**src/rtl/toggle_pulse_decoder.sv**
```systemverilog
// Toggle-line receiver: synchronises each TIN bit, turns every level change into a one-cycle PULSE and counts it.
// Latency: TIN change to PULSE/count = SYNC_STAGES+1 edges; RD_REQ to RD_ACK/RD_DATA = 1 edge.
// Backpressure: none; reads are accepted every cycle, and toggles closer than 2 cycles apart are outside the link contract.
module toggle_pulse_decoder #(
  parameter int NCH         = 4,
  parameter int SYNC_STAGES = 2,
  parameter int CNT_W       = 8
) (
  input  logic             CP,
  input  logic             CD,
  input  logic [NCH-1:0]   TIN,
  output logic             READY,
  output logic [NCH-1:0]   PULSE,
  output logic [NCH-1:0]   OVF,
  input  logic             RD_REQ,
  input  logic [3:0]       RD_CH,
  output logic             RD_ACK,
  output logic [CNT_W-1:0] RD_DATA
);

  localparam logic [1:0] ST_RESET = 2'd0;
  localparam logic [1:0] ST_PRIME = 2'd1;
  localparam logic [1:0] ST_RUN   = 2'd2;

  localparam logic [CNT_W-1:0] CNT_MAX = '1;
  localparam logic [CNT_W-1:0] CNT_ONE = CNT_W'(1);

  logic [1:0]       state;
  logic [2:0]       prime_cnt;
  logic             run;
  logic [NCH-1:0]   sync_q [SYNC_STAGES];
  logic [NCH-1:0]   sync_lvl;
  logic [NCH-1:0]   last_q;
  logic [NCH-1:0]   edge_det;
  logic [NCH-1:0]   rd_hit;
  logic [CNT_W-1:0] cnt_q [NCH];
  logic [CNT_W-1:0] rd_sel;

  assign run      = (state == ST_RUN);
  assign READY    = run;
  assign sync_lvl = sync_q[SYNC_STAGES-1];
  // Edges seen before RUN are swallowed so a line that is already high out of reset never counts.
  assign edge_det = (sync_lvl ^ last_q) & {NCH{run}};

  // Control FSM: PRIME holds for SYNC_STAGES+1 cycles so the synchroniser and last[] settle first.
  always_ff @(posedge CP) begin
    if (!CD) begin
      state     <= ST_RESET;
      prime_cnt <= '0;
    end else begin
      case (state)
        ST_RESET: begin
          state     <= ST_PRIME;
          prime_cnt <= '0;
        end
        ST_PRIME: begin
          if (prime_cnt == 3'(SYNC_STAGES)) begin
            state <= ST_RUN;
          end else begin
            prime_cnt <= prime_cnt + 3'd1;
          end
        end
        ST_RUN: state <= ST_RUN;
        default: state <= ST_RESET;
      endcase
    end
  end

  // Synchroniser chain per channel, stage 0 samples the asynchronous toggle lines.
  always_ff @(posedge CP) begin
    if (!CD) begin
      for (int k = 0; k < SYNC_STAGES; k++) begin
        sync_q[k] <= '0;
      end
    end else begin
      sync_q[0] <= TIN;
      for (int k = 1; k < SYNC_STAGES; k++) begin
        sync_q[k] <= sync_q[k-1];
      end
    end
  end

  // Previous synchronised level; tracks in every state so PRIME absorbs the initial line level.
  always_ff @(posedge CP) begin
    if (!CD) begin
      last_q <= '0;
    end else begin
      last_q <= sync_lvl;
    end
  end

  // Registered event strobe, one cycle per detected level change.
  always_ff @(posedge CP) begin
    if (!CD) begin
      PULSE <= '0;
    end else begin
      PULSE <= edge_det;
    end
  end

  // Read decode: only legal channels in RUN hit a counter; everything else reads back zero.
  always_comb begin
    rd_hit = '0;
    rd_sel = '0;
    for (int i = 0; i < NCH; i++) begin
      rd_hit[i] = RD_REQ && run && (RD_CH == 4'(i));
      if (rd_hit[i]) begin
        rd_sel = cnt_q[i];
      end
    end
  end

  // Saturating per-channel counters; a clear that collides with an event keeps that event as count 1.
  always_ff @(posedge CP) begin
    if (!CD) begin
      for (int i = 0; i < NCH; i++) begin
        cnt_q[i] <= '0;
      end
      OVF <= '0;
    end else begin
      for (int i = 0; i < NCH; i++) begin
        if (rd_hit[i]) begin
          cnt_q[i] <= edge_det[i] ? CNT_ONE : '0;
          OVF[i]   <= 1'b0;
        end else if (edge_det[i]) begin
          if (cnt_q[i] == CNT_MAX) begin
            OVF[i] <= 1'b1;
          end else begin
            cnt_q[i] <= cnt_q[i] + CNT_ONE;
          end
        end
      end
    end
  end

  // Read response: acknowledge every request; data holds between acknowledges.
  always_ff @(posedge CP) begin
    if (!CD) begin
      RD_ACK  <= 1'b0;
      RD_DATA <= '0;
    end else begin
      RD_ACK <= RD_REQ;
      if (RD_REQ) begin
        RD_DATA <= rd_sel;
      end
    end
  end

endmodule

```
**config.mk**
```make
export PLATFORM = sky130hd
export DESIGN_NAME = toggle_pulse_decoder
export DESIGN_NICKNAME = d
export VERILOG_FILES = /design/src/rtl/toggle_pulse_decoder.sv
export SDC_FILE = /design/constraint.sdc
export NUM_CORES = 1
export LEC_CHECK = 0
export BUFFER_PORTS_ARGS = -buffer_cell sky130_fd_sc_hd__buf_4
export CAP_MARGIN = 20
export CORE_UTILIZATION = 46
export DETAILED_ROUTE_END_ITERATION = 10
export GPL_TIMING_DRIVEN = 1
export SYNTH_ARGS = -nofsm -noshare
export SYNTH_HDL_FRONTEND = slang
export SYNTH_SLANG_ARGS = --single-unit
```
**constraint.sdc**
```tcl
create_clock -name CP -period 2.13 [get_ports CP]
set_input_delay 0.213 -clock CP [delete_from_list [all_inputs] [get_ports CP]]
set_output_delay 0.213 -clock CP [all_outputs]
set_load 0.02 [all_outputs]
```
### Yosys cells after proc, flatten, opt, wreduce, memory -nomap -nowiden

Memories as Yosys holds them, arrays and structs flattened.
Cells that the tools add are included.

| word-level totals | value |
|---|---|
| output and inout bits | 18 |
| bits in writable memories | 40 |
| latch bits | 0 |
| memories | 2 |
| register bits after elaboration | 26 |
| memory bits (read-only) | 0 |
| input port bits | 11 |

Memory list:

| memory | words | bits a word | rd ports | clocked after Yosys merged registers in | wr ports | RTL line | text |
|---|---|---|---|---|---|---|---|
| cnt_q | 4 | 8 | 4 | 0 | 4 | 36 | `logic [CNT_W-1:0] cnt_q [NCH];` |
| sync_q | 2 | 4 | 2 | 0 | 2 | 31 | `logic [NCH-1:0] sync_q [SYNC_STAGES];` |

| cells by class | value |
|---|---|
| bitwise logic cells | 13 |
| shift-type cells | 0 |
| reduce and logical (&&, ||, !) cells | 17 |
| muxes and demuxes | 56 |
| add/subtract/negate cells | 5 |
| divide/modulo/power cells | 0 |
| equality and inequality tests | 12 |
| magnitude comparators | 0 |
| $mul | 0 |

Operators with widths:

| kind | number |
|---|---|
| 8-bit 2-to-1 mux | 12 |
| 1-bit 2-to-1 mux | 38 |
| 8-bit by 1-bit adder with 8-bit output, second input constant | 4 |
| 8-bit equality test, second input constant | 4 |
| 1-bit bitwise OR | 10 |
| 2-bit AND reduction | 5 |
| 4-bit by 2-bit equality test with 1-bit output, second input constant | 2 |
| 4-bit 2-to-1 mux | 2 |
| 2-bit OR reduction | 4 |
| 2-bit case mux with 3 select lines | 1 |
| 3-bit case mux with 2 select lines | 1 |
| 1-bit logical AND | 5 |
| 4-bit bitwise AND | 1 |
| 4-bit by 1-bit equality test with 1-bit output, second input constant | 1 |
| 4-bit logical NOT | 1 |
| 2-bit != test, second input constant | 2 |
| 4-bit XOR | 1 |
| 3-bit by 1-bit adder with 3-bit output, second input constant | 1 |
| 3-bit by 2-bit equality test with 1-bit output, second input constant | 1 |
| 3-bit 2-to-1 mux | 1 |
| 2-bit by 1-bit equality test with 1-bit output, second input constant | 1 |
| 2-bit equality test, second input constant | 1 |
| 2-bit logical NOT | 1 |
| 2-bit 2-to-1 mux | 1 |
| other kinds (2) | 2 |

### Depth between registers and ports, before layout

Gate-level depths: netlist of the first run.

| logic depth | value |
|---|---|
| depth in word-level cells | 8 |
| depth in mapped cells | 6 |
| mapped depth without buffers | 5 |

### Worst setup path after synthesis of the first run

OpenSTA, ideal clock, no wires.

| path | value |
|---|---|
| path kind | register to register |
| from | register state[0] |
| to | memory cnt_q[2][0] (enable) |
| setup time | 0.376 ns |
| data arrival time | 1.665 ns |
| path slack | 0.089 ns |
| path buffers | 1 |
| period minus slack after synthesis | 2.041 ns |
| required time | 1.754 ns |
| cell stages (with the launch flop) | 7 |
| path through | dfxtp_1 inv_1 ha_1 and2_1 buf_4 nand2_1 o211ai_1 |

RTL lines:

| what | RTL line | text |
|---|---|---|
| start, declared | 28 | `logic [1:0] state;` |
| start signal, assigned | 48 | `state <= ST_RESET;` |
| start signal, assigned | 53 | `state <= ST_PRIME;` |
| start signal, assigned | 58 | `state <= ST_RUN;` |
| end, declared | 36 |  |

==> results of run 1 <==
-- layout make-up --
type                            instances  share of cell area, %
Multi-Input combinational cell        237                   41.6
Sequential cell                        66                   41.0
Timing Repair Buffer                   41                   7.69
Clock buffer                           15                   4.69
Tap cell                               99                   3.10
Inverter                               12                   1.13
Clock inverter                          1                  0.750
-- power groups by stage --
stage                     Clock, mW  Combinational, mW  Sequential (mW)
after floorplan                   0              0.280             1.50
after global placement            0              0.398             1.51
after detailed placement          0              0.401             1.51
after CTS                      1.15              0.403             1.48
after global routing           1.21              0.453             1.50
final                          1.13              0.401             1.49
-- synthesized netlist by cell type (all sizes together) --
cell type | count | area share, %
dfxtp | 34 | 20
edfxtp | 32 | 28
nand3 | 19 | 2.8
nand2 | 18 | 2.0
o21ai | 18 | 2.6
and2 | 17 | 3.1
a21oi | 15 | 2.2
inv | 12 | 1.3
xor2 | 11 | 2.8
clkbuf | 10 | 1.2
o211ai | 10 | 3.0
ha | 9 | 3.3
or3 | 9 | 1.7
mux2i | 8 | 2.3
nor3 | 8 | 1.2
a2bb2oi | 7 | 1.8
a31oi | 7 | 1.3
and3b | 7 | 1.8
nor2 | 7 | 0.77
o211a | 7 | 2.1
and4 | 6 | 1.5
nand4 | 6 | 1.1
xnor2 | 6 | 1.5
nor3b | 5 | 1.1
a211oi | 4 | 0.88
and3 | 4 | 0.73
buf | 4 | 0.73
nor2b | 4 | 0.73
a21o | 3 | 0.66
a311oi | 3 | 0.77
a41oi | 3 | 0.77
nand2b | 3 | 0.55
a21boi | 2 | 0.44
a31o | 1 | 0.26
a41o | 1 | 0.29
nand4bb | 1 | 0.33
nor4b | 1 | 0.26
nor4bb | 1 | 0.29
o21a | 1 | 0.22
o21ba | 1 | 0.29
o21bai | 1 | 0.22
o32ai | 1 | 0.26
o41ai | 1 | 0.26
or4b | 1 | 0.40
-- worst min-delay path by stage --
stage	startpoint	to	slack (ps)
floorplan	TIN[0]	sync_q[0][0]	340
global placement	sync_q[0][2]	sync_q[0][6]	420
detailed placement	sync_q[0][0]	sync_q[0][4]	420
CTS	TIN[3]	sync_q[0][3]	70
global route	TIN[3]	sync_q[0][3]	70
finish	TIN[0]	sync_q[0][0]	90
-- per-layer routing --
| layer | share of wire [%] | track usage (%) | up-vias |
|---|---|---|---|
| met1 | 49 | 28.3 | 1251 |
| met4 | 1.8 | 8.36 | 0 |
| met5 | 0 | 0 | - |
| li1 | - | - | 1327 |
| met3 | 3.1 | 3.77 | 15 |
| met2 | 46 | 32.4 | 40 |
-- logic make-up (layout without fill, tap and decap cells) --
group / after synthesis / after routing
AND/OR/NAND/NOR: 117 / 117
flip-flops: 66 / 66
XOR/XNOR: 17 / 17
multiplexers: 8 / 8
buffers and inverters: 26 / 69
AO/OA/AOI/OAI: 86 / 86
adder cells (fa/ha/maj): 9 / 9
-- sequential cells by signal, summed over array words and instances, names as in the netlist --
register	count
OVF	4
PULSE	4
RD_ACK	1
RD_DATA	8
cnt_q	32
last_q	4
prime_cnt	3
state	2
sync_q	8
-- through the flow --
step                      util (%)  setup TNS, ps  setup WS, ps  hold slack (ps)  instance area (sq um)
after detailed placement      52.4              0           145              421                   3780
after CTS                     55.4              0           127             72.5                   4000
final                         55.5              0           148             86.0                   4000
after global placement        52.4              0           153              417                   3780
after floorplan                  -              0          88.9              340                   3410
after global routing          55.5          -25.2         -5.07             72.9                   4000
==> implementation parameters, run 1 <==
Parameter                              Value

Worst setup path
  R2r setup slk ... about 150 ps
  Buf/Inv on CP ... 2
  Critical Path End ... cnt_q[1][4]
  Cell at the slowest stage of the critical path ... sky130_fd_sc_hd__nor4bb_1
  Critical path type ... reg2reg
  Required time at the endpoint of the critical path ... roughly 2200 ps
  Worst flop-to-flop path endpoint ... cnt_q[1][4]
  Family with the most delay on the worst path ... simple AND/OR/NAND/NOR gates
  Critical Path Stages ... 6
  Endpoint kind of the worst setup timing path ... flip-flop
  Launching instance or port of the critical path ... state[0]
  Cell-by-cell trace of the critical path ... inv_1, ha_1, nor4bb_1, nand2_1, o211ai_1, buf_4
  Kind of start point of the critical path ... flip-flop
  Data arrival time of the worst path ... 2030 ps
  Startpoint of the worst register-to-register path ... state[0]
  Worst Path Max Fanout ... 9
  Worst Reg2Reg Path Length in Cells ... 6
  Stage delay of the slowest cell on the critical path ... 450 ps

Die
  Number of ports placed on the die boundary ... 29
  Die width ... between 80 and 90 microns
  Total die area ... about 7800 sq um
  Floorplan core area ... 7210 sq um
  Initial core utilization ... 47.3%
  Number of rows in the core area ... 31
  Die Span Y ... 88.1 microns

Global routing
  Final global-route overflow total ... 0
  Antenna violations before repair ... 0
  Global-route wire length before repair ... 12.2 mm
  Maximum number of pins on one net before global-route repair ... 42
  Overall Global Routing Usage ... between 20% and 30%
  Vias in the first global route ... approximately 2.5k

Clock tree
  Resized cells post-CTS ... 0
  Skew-Pair Late Insertion Delay ... approximately 340 ps
  Total clock buffers created by CTS ... 9
  CTS tree ... built
  CTS H-tree depth ... 3
  Clock slew at the register clock pins of the worst setup and hold paths ... around 70 ps
  Maximum buffer depth of the clock tree ... 2
  Clk sink count ... 66
  CTS hold repair buffers ... 0
  Clock root buffer master ... sky130_fd_sc_hd__clkbuf_8
  Post-CTS setup repair buffer count ... 0

Route
  First-pass iteration count of the detailed router ... 4
  Drc violations ... 0
  Antenna Violating Nets Remaining ... 0
  Violation count after the first detailed-route iteration ... 95
  Via count ... between 2k and 3k
  Per-cell via count in the routed design ... about 5.6
  Total length of routed wires ... between 7 and 8 mm
  Routed length per placed instance ... about 16 microns

Synthesis
  Synth warnings ... 0
  Combinational family with the most area after synthesis ... simple AND/OR/NAND/NOR gates
  Synth Area in XOR/XNOR ... between 4 and 5%
  Post-Syn Area ... about 3400 sq um
  Arithmetic-cell share of the synthesized area counting full adders, half adders and majority gates ... roughly 3.3%
  Number of distinct library cells after synthesis ... 47
  Multiplexer share of the synthesized area ... under 10%
  Number of nets in the synthesized netlist ... 349
  Number of flip-flops and latches in the synthesized netlist ... 66
  Post-synthesis sequential area ratio ... about half
  Simple-gate share of the synthesized area ... slightly above 20%
  Synthesized instance count ... 329
  Post-synthesis compound-gate area fraction ... 18.3%
  Mean Syn Cell Area ... around 10 sq um

Layout
  Number of fill cells in the layout ... just under 700
  Multi-input logic area ... 1670 sq um
  Area taken by flip-flops and latches ... between 1500 and 2000 sq um
  Final net count ... approximately 390
  Antenna Cells ... 0
  Commonest cells after routing, fill and taps aside ... sky130_fd_sc_hd__buf_4 (41), sky130_fd_sc_hd__dfxtp_1 (34), sky130_fd_sc_hd__edfxtp_1 (32)
  Post-route non-filler standard cell count ... 471
  Fraction of layout cells with a size suffix above 1 ... between 15 and 20%
  P&R area growth vs syn ... 17.3%
  Leading cell type in the layout, fill and taps excluded ... sky130_fd_sc_hd__buf_4

Power and ir drop
  Relative contribution of sequential cells to total power ... 49.2%
  Post-layout power ... between 3 and 4 mW
  Clock network fraction of design power ... a little under two fifths
  Power Density ... around 750 nW/um^2
  Switching Share ... between 20% and 30%
  Internal power ... between 2 and 2.5 mW
  Combinational cell fraction of total power ... a little over an eighth
  Leakage power figure ... 1.62 nW
  Net switching power ... 761 uW
  Worst IR drop on VDD ... a little under 0.0004 V

Min path
  WHS Path Cells ... 2
  Worst hold path type ... in2reg

Run status
  Status ... completed

Timing
  Final worst-path cycle share ... between 90% and 100%
  Final worst path period need ... slightly below 2000 ps
  Final count of pins violating max slew ... 0
  Slew Limit Headroom ... just under 70%
  Clock tree skew after final layout ... 8.10 ps
  Maximum operating frequency ... around 500 MHz
  Final Hold Violating Endpoints ... 0
  Setup violations, final ... 0
  Tightest Pin Transition ... around 480 ps

Placed design
  Number of input and output port buffers inserted ... 28
  Final estimated routing congestion in global placement ... between 0.7 and 0.8
  Estimated wirelength of the detail-placed design ... approximately 5.3 mm
  Cells after DPL ... approximately 460

Flow run
  Max-cap violations ... 0
(Power assumes the default switching activity.)
==> run 2: changes to the inputs <==
--- a/config.mk
+++ b/config.mk
@@ -9,4 +9,5 @@
 export CAP_MARGIN = 20
 export CORE_UTILIZATION = 46
+export CTS_CLUSTER_SIZE = 24
 export DETAILED_ROUTE_END_ITERATION = 10
 export GPL_TIMING_DRIVEN = 1
==> constraint.sdc (replaced) <==
create_clock -name CP -period 2.13 [get_ports CP]
set_input_delay 0.426 -clock CP [delete_from_list [all_inputs] [get_ports CP]]
set_output_delay 0.426 -clock CP [all_outputs]
set_load 0.02 [all_outputs]
==> run 2 against run 1 <==
Effect of this change: worst setup slack better by 70 ps; die area unchanged; clock power down 12%; non-clock buffer count up 1; largest power group unchanged.
==> implementation parameters, run 2 (same netlist as run 1, synthesis figures left out) <==
Parameter                              Value

Placed design
  Cells after DPL ... 456 (was 455)
  Estimated wirelength of the detail-placed design ... 5.32 mm (was 5.29 mm)
  Number of input and output port buffers inserted ... 28 (unchanged)
  Final estimated routing congestion in global placement ... 0.844 (was 0.800)

Die
  Number of ports placed on the die boundary ... 29 (unchanged)
  Total die area ... 7760 sq um (unchanged)
  Initial core utilization ... 47.3% (unchanged)
  Number of rows in the core area ... 31 (unchanged)
  Die width ... 88.1 microns (unchanged)
  Die Span Y ... 88.1 microns (unchanged)
  Floorplan core area ... 7210 sq um (unchanged)

Worst setup path
  Cell at the slowest stage of the critical path ... sky130_fd_sc_hd__dfxtp_1 (was sky130_fd_sc_hd__nor4bb_1)
  Critical path type ... reg2reg (unchanged)
  Endpoint kind of the worst setup timing path ... flip-flop (unchanged)
  Stage delay of the slowest cell on the critical path ... 330 ps (was 450 ps)
  Kind of start point of the critical path ... flip-flop (unchanged)
  Cell-by-cell trace of the critical path ... inv_1, ha_1, and2_1, buf_4, nand2_1, o211ai_1, buf_4 (was inv_1, ha_1, nor4bb_1, nand2_1, o211ai_1, buf_4)
  Data arrival time of the worst path ... 1970 ps (was 2030 ps)
  Worst Path Max Fanout ... 8 (was 9)
  Most frequent CP cell ... sky130_fd_sc_hd__buf_4
  Required time at the endpoint of the critical path ... 2180 ps (was 2170 ps)

Global routing
  Overall Global Routing Usage ... 20.7% (about the same)
  Final global-route overflow total ... 0 (unchanged)
  Maximum number of pins on one net before global-route repair ... 42 (unchanged)
  Antenna violations before repair ... 0 (unchanged)
  Vias in the first global route ... 2427 (was 2464)
  Global-route wire length before repair ... 12.1 mm (was 12.2 mm)

Route
  Per-cell via count in the routed design ... 5.68 (was 5.59)
  Drc violations ... 0 (unchanged)
  Violation count after the first detailed-route iteration ... 115 (was 95)
  First-pass iteration count of the detailed router ... 5 (was 4)
  Routed length per placed instance ... 16.0 microns (was 15.5 microns)
  Via count ... 2682 (was 2633)
  Antenna Violating Nets Remaining ... 0 (unchanged)
  Total length of routed wires ... 7.54 mm (was 7.31 mm)

Layout
  Fraction of layout cells with a size suffix above 1 ... 16.9% (was 16.1%)
  Biggest registers after layout ... cnt_q: 32 flops, RD_DATA: 8 flops, sync_q: 8 flops (unchanged)
  Leading cell type in the layout, fill and taps excluded ... sky130_fd_sc_hd__buf_4 (unchanged)
  Commonest cells after routing, fill and taps aside ... sky130_fd_sc_hd__buf_4 (42), sky130_fd_sc_hd__dfxtp_1 (34), sky130_fd_sc_hd__edfxtp_1 (32) (was sky130_fd_sc_hd__buf_4 (41), sky130_fd_sc_hd__dfxtp_1 (34), sky130_fd_sc_hd__edfxtp_1 (32))
  Final net count ... 388 (was 387)
  P&R area growth vs syn ... 16.7% (was 17.3%)
  Utilization of the core after routing ... 55.2% (was 55.5%)
  Largest register FFs ... 32 (unchanged)
  Antenna Cells ... 0 (unchanged)
  Post-route non-filler standard cell count ... 472 (was 471)
  Most flops, register ... cnt_q (unchanged)

Timing
  Setup repair after global routing missed its margin ... no
  Clock tree skew after final layout ... 5.99 ps (was 8.10 ps)
  Final Hold Violating Endpoints ... 0 (unchanged)
  Slew Limit Headroom ... 68.6% (was 67.4%)
  Tightest Pin Transition ... 470 ps (was 482 ps)
  Post-route setup TNS ... 0 ps (unchanged)
  Worst hold margin ... 286 ps (was 86.0 ps)
  Final worst-path cycle share ... 89.8% (was 93.1%)
  Final worst path period need ... 1910 ps (was 1980 ps)
  Final count of pins violating max slew ... 0 (unchanged)
  Setup violations, final ... 0 (unchanged)
  Maximum operating frequency ... 523 MHz (was 505 MHz)

Clock tree
  Post-CTS setup repair buffer count ... 0 (unchanged)
  Clk sink count ... 66 (unchanged)
  Skew-Pair Late Insertion Delay ... 350 ps (was 340 ps)
  Total clock buffers created by CTS ... 9 (unchanged)
  Maximum buffer depth of the clock tree ... 2 (unchanged)
  CTS H-tree depth ... 3 (unchanged)
  CTS tree ... built (unchanged)
  Clock root buffer master ... sky130_fd_sc_hd__clkbuf_8 (unchanged)
  Clock slew at the register clock pins of the worst setup and hold paths ... 80 ps (was 70 ps)

Power and ir drop
  Worst IR drop on VDD ... 0.000446 V (was 0.000393 V)
  Post-layout power ... 2.89 mW (was 3.02 mW)
  Power Density ... 726 nW/um^2 (was 755 nW/um^2)
  Leakage power figure ... 1.61 nW (was 1.62 nW)

Run status
  Status ... completed (unchanged)

Min path
  Worst hold path type ... in2reg (unchanged)

Flow run
  Max-cap violations ... 0 (unchanged)
==> run 2: changes by cell type in the layout (fill, tap and decap cells not counted), sizes merged <==
cell / change
clkinvlp: +2
buf: +1
inv: +1
clkinv: +3
clkbuf: -5
bufinv: -1
==> run 2: worst max-delay path: cells and delay by family, from the launching register on <==
family | cells | cell delay, ps
compound gates | 1 | 200
flops | 1 | 330
fa+ha+maj | 1 | 280
simple gates | 2 | 360
buf+inv | 3 | 450
==> run 2: cell type report <==
type,instances,area [sq um]
clock buffer,10,149
clock inverter,6,38.8
fill,666,3240
inverter,12,45.0
multi-input combinational,237,1670
sequential,66,1640
tap,99,124
timing repair buffer,42,315
==> run 2: final timing paths <==
kind / start / endpoint / slack (ps) / cells after the start
min reg2reg: sync_q[0][0] / sync_q[0][4] / 430 / 1
min: TIN[2] / sync_q[0][2] / 290 / 2
max reg2reg: state[0] / cnt_q[2][3] / 220 / 7
max: state[0] / cnt_q[2][3] / 220 / 7
==> run 2: per-layer routing <==
layer  track usage (%)  wire (microns)  up-vias
met3              4.15             247        6
met1              28.7            3590     1303
met5                 0               0        -
met2              31.3            3620       45
li1                  -               -     1328
met4              9.38              74        0
==> run 2: report_power, final <==
| part | total, mW | switching [mW] | internal [mW] |
|---|---|---|---|
| logic | 0.407 | 0.231 | 0.177 |
| registers | 1.49 | 0.0787 | 1.41 |
| clock network | 0.995 | 0.506 | 0.489 |
| total | 2.89 | 0.815 | 2.07 |
==> run 2: repair_timing <==
action                                  CTS  global route
hold buffers                              0             0
endpoints found under the setup margin    0            16
resized for setup                         0             1
==> run 2: through the flow <==
step                      setup slack, ps  cell area, sq um
after floorplan                      88.9              3410
after global placement                244              3780
after detailed placement              198              3780
after CTS                             180              3970
after global routing                 63.6              3980
final                                 218              3980
